$ cat config.mk
export PLATFORM = sky130hd
export DESIGN_NAME = prog_clk_divider_flat
export DESIGN_NICKNAME = d
export VERILOG_FILES = /design/src/rtl/prog_clk_divider_if.sv /design/src/rtl/prog_clk_divider.sv /design/src/flat_wrapper.sv
export SDC_FILE = /design/constraint.sdc
export NUM_CORES = 1
export LEC_CHECK = 0
export BUFFER_PORTS_ARGS = -buffer_cell sky130_fd_sc_hd__buf_4
export CAP_MARGIN = 20
export CORE_MARGIN = 10
export CORE_UTILIZATION = 62
export DETAILED_ROUTE_END_ITERATION = 16
export PLACE_DENSITY = 0.76
export SLEW_MARGIN = 20
export SYNTH_ARGS = -nofsm -noshare
export SYNTH_HDL_FRONTEND = slang
export SYNTH_SLANG_ARGS = --single-unit
$ cat constraint.sdc
create_clock -name clk_in -period 9.6 [get_ports clk_in]
set_clock_uncertainty 0.15 [all_clocks]
set_input_delay 1.92 -clock clk_in [delete_from_list [all_inputs] [get_ports clk_in]]
set_output_delay 1.92 -clock clk_in [all_outputs]
set_load 0.01 [all_outputs]
$ cat src/rtl/prog_clk_divider_if.sv
// Configuration port of prog_clk_divider: one request selects a channel and
// carries a new divisor and high count.
interface prog_clk_divider_if #(
  parameter int CH_W  = 1,
  parameter int DIV_W = 26
);
  // valid/ready: a request transfers on any clk_in edge where cfg_valid && cfg_ready.
  // The master holds cfg_ch/cfg_div/cfg_high stable while cfg_valid is high and
  // not yet accepted. cfg_ready depends only on cfg_ch and registered state.
  logic             cfg_valid;
  logic             cfg_ready;
  logic [CH_W-1:0]  cfg_ch;
  logic [DIV_W-1:0] cfg_div;
  logic [DIV_W-1:0] cfg_high;
  logic             cfg_err;

  modport master (
    output cfg_valid, cfg_ch, cfg_div, cfg_high,
    input  cfg_ready, cfg_err
  );

  modport slave (
    input  cfg_valid, cfg_ch, cfg_div, cfg_high,
    output cfg_ready, cfg_err
  );
endinterface

$ cat src/rtl/prog_clk_divider.sv
// Multi-channel programmable clock/tick generator: each channel divides clk_in by
// N with a high time of H; new N/H land glitch-free at the channel's next wrap.
module prog_clk_divider #(
  parameter int CLK_FREQ = 50,
  parameter int NUM_CH   = 2,
  parameter int CH_W     = 1,
  parameter int DIV_W    = 26
) (
  input  logic               clk_in,
  input  logic               rst,
  input  logic               en,
  input  logic               sync_in,
  prog_clk_divider_if.slave  cfg,
  output logic [NUM_CH-1:0]  clk_out,
  output logic [NUM_CH-1:0]  tick
);

  localparam int               CH_SLOTS = 1 << CH_W;
  localparam logic [DIV_W-1:0] RST_N    = DIV_W'(CLK_FREQ);
  localparam logic [DIV_W-1:0] RST_H    = DIV_W'(CLK_FREQ / 2);

  logic [DIV_W-1:0]    cnt     [NUM_CH];
  logic [DIV_W-1:0]    n_r     [NUM_CH];
  logic [DIV_W-1:0]    h_r     [NUM_CH];
  logic [DIV_W-1:0]    sh_n    [NUM_CH];
  logic [DIV_W-1:0]    sh_h    [NUM_CH];
  logic [DIV_W-1:0]    cnt_nxt [NUM_CH];
  logic [DIV_W-1:0]    thr     [NUM_CH];
  logic [NUM_CH-1:0]   wrap;
  logic [NUM_CH-1:0]   pending;
  logic [CH_SLOTS-1:0] pend_ext;
  logic                xfer;
  logic                cfg_ok;

  // Out-of-range channel numbers see a zero pending bit, so they are accepted
  // (and then flagged as invalid) instead of stalling the port.
  always_comb begin
    pend_ext                 = '0;
    pend_ext[NUM_CH-1:0]     = pending;
  end

  assign cfg.cfg_ready = !pend_ext[cfg.cfg_ch];
  assign xfer          = cfg.cfg_valid && cfg.cfg_ready;
  assign cfg_ok        = (32'(cfg.cfg_ch) < NUM_CH) &&
                         (cfg.cfg_div >= DIV_W'(2)) &&
                         (cfg.cfg_high != '0) &&
                         (cfg.cfg_high < cfg.cfg_div);

  always_comb begin
    for (int i = 0; i < NUM_CH; i++) begin
      wrap[i]    = (cnt[i] == n_r[i] - DIV_W'(1));
      cnt_nxt[i] = wrap[i] ? '0 : cnt[i] + DIV_W'(1);
      thr[i]     = n_r[i] - h_r[i];
    end
  end

  always_ff @(posedge clk_in) begin
    if (rst) begin
      for (int i = 0; i < NUM_CH; i++) begin
        cnt[i]  <= '0;
        n_r[i]  <= RST_N;
        h_r[i]  <= RST_H;
        sh_n[i] <= RST_N;
        sh_h[i] <= RST_H;
      end
      clk_out     <= '0;
      tick        <= '0;
      pending     <= '0;
      cfg.cfg_err <= 1'b0;
    end else begin
      cfg.cfg_err <= xfer && !cfg_ok;
      for (int i = 0; i < NUM_CH; i++) begin
        if (sync_in) begin
          cnt[i]     <= '0;
          clk_out[i] <= 1'b0;
          tick[i]    <= 1'b0;
          if (pending[i]) begin
            n_r[i]     <= sh_n[i];
            h_r[i]     <= sh_h[i];
            pending[i] <= 1'b0;
          end
        end else if (en) begin
          cnt[i]     <= cnt_nxt[i];
          clk_out[i] <= (cnt_nxt[i] >= thr[i]);
          tick[i]    <= wrap[i];
          // At a wrap cnt_nxt is 0, which is below any legal N-H, so clk_out
          // goes low whether or not the shadow is applied here.
          if (wrap[i] && pending[i]) begin
            n_r[i]     <= sh_n[i];
            h_r[i]     <= sh_h[i];
            pending[i] <= 1'b0;
          end
        end else begin
          tick[i] <= 1'b0;
        end
        if (xfer && cfg_ok && (cfg.cfg_ch == CH_W'(i))) begin
          sh_n[i]    <= cfg.cfg_div;
          sh_h[i]    <= cfg.cfg_high;
          pending[i] <= 1'b1;
        end
      end
    end
  end

endmodule

$ cat src/flat_wrapper.sv
// flat-port wrapper written by rule: the top's interface ports become plain ports
module prog_clk_divider_flat 
#(
  parameter int CLK_FREQ = 50,
  parameter int NUM_CH   = 2,
  parameter int CH_W     = 1,
  parameter int DIV_W    = 26
)
  (clk_in, rst, en, sync_in, clk_out, tick, cfg_cfg_valid, cfg_cfg_ch, cfg_cfg_div, cfg_cfg_high, cfg_cfg_ready, cfg_cfg_err);
  prog_clk_divider_if #(.CH_W(CH_W), .DIV_W(DIV_W)) cfg_i ();
  input  logic clk_in;
  input  logic rst;
  input  logic en;
  input  logic sync_in;
  output logic [NUM_CH-1:0] clk_out;
  output logic [NUM_CH-1:0] tick;
  input wire logic [$bits(cfg_i.cfg_valid)-1:0] cfg_cfg_valid;
  input wire logic [$bits(cfg_i.cfg_ch)-1:0] cfg_cfg_ch;
  input wire logic [$bits(cfg_i.cfg_div)-1:0] cfg_cfg_div;
  input wire logic [$bits(cfg_i.cfg_high)-1:0] cfg_cfg_high;
  output wire logic [$bits(cfg_i.cfg_ready)-1:0] cfg_cfg_ready;
  output wire logic [$bits(cfg_i.cfg_err)-1:0] cfg_cfg_err;
  assign cfg_i.cfg_valid = cfg_cfg_valid;
  assign cfg_i.cfg_ch = cfg_cfg_ch;
  assign cfg_i.cfg_div = cfg_cfg_div;
  assign cfg_i.cfg_high = cfg_cfg_high;
  assign cfg_cfg_ready = cfg_i.cfg_ready;
  assign cfg_cfg_err = cfg_i.cfg_err;
  prog_clk_divider #(.CLK_FREQ(CLK_FREQ), .NUM_CH(NUM_CH), .CH_W(CH_W), .DIV_W(DIV_W)) u_core (.clk_in(clk_in), .rst(rst), .en(en), .sync_in(sync_in), .cfg(cfg_i), .clk_out(clk_out), .tick(tick));
endmodule
Yosys cells after proc, flatten, opt, wreduce, memory -nomap -nowiden
Memory sizes are Yosys's and may differ from the RTL's.
Cells that the tools add are included.
{ "op_classes": {"addsub": 6, "n_reduce_logical": 20, "n_bitwise": 18, "magnitude_cmp": 5, "n_mux": 61, "n_eq_ne": 2} }
{ "ops": {"columns": ["cell", "n"], "rows": [
  ["26-bit two-way mux", 18],
  ["26-bit by 1-bit adder with 26-bit output (second input constant)", 2],
  ["26-bit == test", 2],
  ["26-bit greater-or-equal comparator", 2],
  ["26-bit by 1-bit subtractor with 26-bit output (second input constant)", 2],
  ["26-bit subtractor", 2],
  ["1-bit two-way mux", 43],
  ["26-bit by 2-bit greater-or-equal comparator with 1-bit output (second input constant)", 1],
  ["26-bit < comparator", 1],
  ["26-bit nonzero test", 1],
  ["1-bit bitwise OR", 16],
  ["3-bit nonzero test", 4],
  ["1-bit logical AND", 9],
  ["2-bit AND reduction", 2],
  ["3-bit OR reduction", 1],
  ["1-bit logical NOT", 2],
  ["1-bit by 2-bit < comparator with 1-bit output (second input constant)", 1],
  ["1-bit NOT", 2],
  ["2-bit OR reduction", 1]
]} }
{ "totals": {"ff_bits": 7, "out_inout_bits": 6, "memories": 5, "in_bits": 58, "mem_bits_rw": 260} }
{ "memory_table": {"columns": ["memory", "depth", "width", "read_ports", "rd_clocked_by_memory_dff", "wr", "line", "rtl"], "rows": [
  ["u_core.cnt", 2, 26, 2, 0, 2, "prog_clk_divider.sv:22", "logic [DIV_W-1:0] cnt [NUM_CH];"],
  ["u_core.h_r", 2, 26, 2, 0, 2, "prog_clk_divider.sv:24", "logic [DIV_W-1:0] h_r [NUM_CH];"],
  ["u_core.n_r", 2, 26, 2, 0, 2, "prog_clk_divider.sv:23", "logic [DIV_W-1:0] n_r [NUM_CH];"],
  ["u_core.sh_h", 2, 26, 2, 0, 2, "prog_clk_divider.sv:26", "logic [DIV_W-1:0] sh_h [NUM_CH];"],
  ["u_core.sh_n", 2, 26, 2, 0, 2, "prog_clk_divider.sv:25", "logic [DIV_W-1:0] sh_n [NUM_CH];"]
]} }

Logic depth before layout (Yosys ltp)
{ "depth": {"word_depth": 10, "mapped_depth": 24} }

Worst setup path after synthesis
No wires, ideal clock.
{ "synth_path": {"path_kind": "input to register", "start": "input cfg_cfg_div[19]", "end": "memory u_core.sh_h[1][0], in the netlist u_core.sh_h[0][26] (enable)", "setup_ns": 0.534, "arrival_ns": 7.667, "path_slack_ns": 1.249, "path_stages": 12, "path_buffers": 2, "path_cell_list": "inv_1 -> ha_1 -> a21o_1 -> a21o_1 -> a21oi_1 -> nor2b_1 -> a2111oi_0 -> a211oi_1 -> a2111o_1 -> clkbuf_1 -> clkbuf_1 -> o21ai_0"} }
{ "synth_rtl": {"columns": ["element", "line", "rtl"], "rows": [
  ["start: declaration", "flat_wrapper.sv:19", "input wire logic [$bits(cfg_i.cfg_div)-1:0] cfg_cfg_div;"],
  ["end: declaration", "prog_clk_divider.sv:26", null]
]} }

==> summary.txt <==
drt total wl - 39,300 µm
drt first pass iters - 5
Reg2Reg Setup Slack - 3.87 ns
chip width - 185 µm
worst endpoint required time - 9.88 ns
Final Max Slew Viols - 0
Clock transition at path regs - 0.06 ns
Rel. slew slack - 37.3%
Reg area - 7950 µm²
initial antenna violation count - 0
placed inst area - 17,700 µm²
# IOs - 64
Post-CTS Setup Bufs - 0
RR Endpoint - u_core.clk_out[1]
Net Sw Power - 0.812 mW
CP Buf/Inv Count - 2
Mapped Nets - 1,798
worst hold start - u_core.sh_h[0][4]
Layout Nets - 1,848
CTS Hold Bufs - 0
post-route cell area - 18,700 µm²
sw frac - 26.0%
Vias - 12,400
sequential fraction of design power - 45.0%
critical path endpoint category - flip-flop
root cell of the clock tree - clkbuf_16
WL per Instance - 19.5 µm
critical path peak fanout - 51
worst min-delay path category - flip-flop to flip-flop
outcome - completed
TritonCTS buffer count - 30
post-route ant nets - 0
Initial Util - 62.9%
largest net degree at the start of global routing - 61
clock power share - 39.1%
Reg2Reg Depth - 21
Clock Latency Late Sink - 0.55 ns
MaxCap Viol Count - 0
Overflow after GRT - 0
RSZ-0062 raised after global routing - no
Core ar. - 26,900 µm²
most common cell after layout, fill and taps aside - edfxtp_1
post_cts resized - 0
area of the multi-input gates - 8360 µm²
DPL Wire Length - 29,800 µm
Final Wtd Congestion - 0.929
share of layout cells above drive strength 1 - 9.05%
FILL cells - 2,004
total power draw - 3.12 mW
Setup Viol. Count Final - 0
Final Util - 69.7%
Setup crit start kind - flip-flop
Die Y - 185 µm
Seq/Total Area, Yosys - 47.0%
Pwr Density - 167 nW/µm²
Final Hold Fails - 0
most frequent cells in the layout - edfxtp_1 (260), ha_1 (131), nor2_1 (122), inv_1 (108), nor3_1 (98)
CTS tree - yes
Pint - 2.31 mW
Primary FF master, synth - edfxtp_1
FP Rows - 60
Fmax - 0.175 GHz
clock sink total - 267
Hold Path Depth - 1
first-pass GRT wire length - 62,700 µm
vias in the first global route - 11,900
period utilization - 59.7%
Tmin final - 5.73 ns
post-synthesis instance total - 1,607
CP most frequent cell - o21a_1
Clock Path Buffers - 3
Worst Hold End - u_core.h_r[0][4]
die area - 34,300 µm²
Port-buffer cells - 63
Worst Setup Path Type - flip-flop to flip-flop
measured slew at the worst slew-check pin - 0.938 ns
Worst path max stage delay - 0.52 ns
VDD IR max - 0.140 mV
Critical Path Slowest Stage Cell - edfxtp_1
LEAKAGE - 7.38 nW
Comb pwr share - 15.9%
Inserted Diodes - 0
Iter 0 DRT Violations - 1,005
Cell Area, Synth - 16,900 µm²
routed vias/inst - 6.12
number of synthesized flops with an enable pin - 260
DRC - 0
CP Cell Sequence - inv_1 > ha_1 > nor3b_2 > nand4_1 > or3b_1 > mux2_1 > mux2i_1 > a211oi_1 > and4b_1 > buf_4 > nor2b_1 > ha_1 > nor2b_1 > o21a_1 > o21a_1 > o21a_1 > o21a_1 > o21bai_1 > a21oi_1 > o21ai_0 > a31oi_1
Yosys warning total - 0
crit path DAT - 6.01 ns
GR Util All Layers - 22.9%
FF-to-FF Start - u_core.n_r[1][0]
CP delay by family, top - simple AND/OR/NAND/NOR gates
flops & latches, synth - 267
number of H-tree branching levels - 1
asr flop ratio synth - 0%
setup_tns - 0 ns
syn avg cell area - 10.5 µm²
Netlist cell types - 80
area grow syn2layout - 10.9%
## Yosys cell counts, drive strengths merged (17+ instances only)
cell type / instances / share of area, %
a21oi: 65 / 1.9
o21ai: 40 / 1.2
or3: 17 / 0.63
nor4: 30 / 1.2
nor2: 122 / 2.7
clkbuf: 34 / 0.75
buf: 20 / 0.67
nor2b: 69 / 2.6
a21o: 34 / 1.5
ha: 131 / 9.7
nand2b: 31 / 1.1
and2: 51 / 1.9
edfxtp: 260 / 46
nand4: 28 / 1.1
nor3: 100 / 3.0
nor3b: 29 / 1.3
xor2: 74 / 3.8
xnor2: 83 / 4.3
nand2: 54 / 1.2
nand3: 45 / 1.3
inv: 108 / 2.4
## metal layers
layer	GRT usage, %	vias to the layer above	share of wire, %
met5	0	-	0
met3	5.17	53	8.3
met4	5.53	0	2.0
met2	35.0	397	44
li1	-	5988	-
met1	32.4	5939	45
## power groups by stage
stage | sequential, mW | clock [mW] | combinational, mW
2_1_floorplan | 1.41 | 0 | 0.363
3_3_place_gp | 1.43 | 0 | 0.472
3_5_place_dp | 1.43 | 0 | 0.486
4_1_cts | 1.41 | 1.24 | 0.492
5_1_grt | 1.41 | 1.29 | 0.553
6_report | 1.41 | 1.22 | 0.496
## stage by stage
stage	hold slack (ns)	instances	worst slack (ns)
2_1_floorplan	0.326	1607	1.25
3_3_place_gp	0.332	1966	3.94
3_5_place_dp	0.334	1966	3.89
4_1_cts	0.366	2021	3.93
5_1_grt	0.374	2021	3.57
6_report	0.357	2021	3.87
## state kept, by name, summed over array words and instances (netlist names)
register,cells
u_core.h_r,52
u_core.cfg.cfg_err,1
u_core.tick,2
u_core.cnt,52
u_core.pend_ext,2
u_core.clk_out,2
u_core.n_r,52
u_core.sh_h,52
u_core.sh_n,52
## worst max path at each step
stage | from | end | depth (start not counted)
floorplan | cfg_cfg_div[19] | u_core.sh_h[0][26] | 12
global placement | cfg_cfg_div[19] | u_core.sh_h[0][51] | 13
detailed placement | cfg_cfg_div[19] | u_core.sh_h[0][20] | 13
CTS | u_core.n_r[1][1] | u_core.clk_out[1] | 21
global route | u_core.n_r[1][1] | u_core.clk_out[1] | 21
finish | u_core.n_r[1][0] | u_core.clk_out[1] | 21
## cell type report
cell class	count	share of cell area (%)
Clock buffer	31	4.14
Clock inverter	24	1.56
Inverter	108	2.16
Multi-Input combinational cell	1178	44.6
Sequential cell	267	42.4
Tap cell	341	2.28
Timing Repair Buffer	72	2.88
## cell families after synthesis
logic type	Yosys count	share of synthesized area [%]
AO/OA/AOI/OAI	245	9.80
XOR/XNOR	157	8.13
adder cells (fa/ha/maj)	133	9.93
buffers and inverters	162	3.82
flip-flops	267	47.0
multiplexers	12	0.740
AND/OR/NAND/NOR	631	20.6
Note: power is estimated with default switching activity, not from simulation.
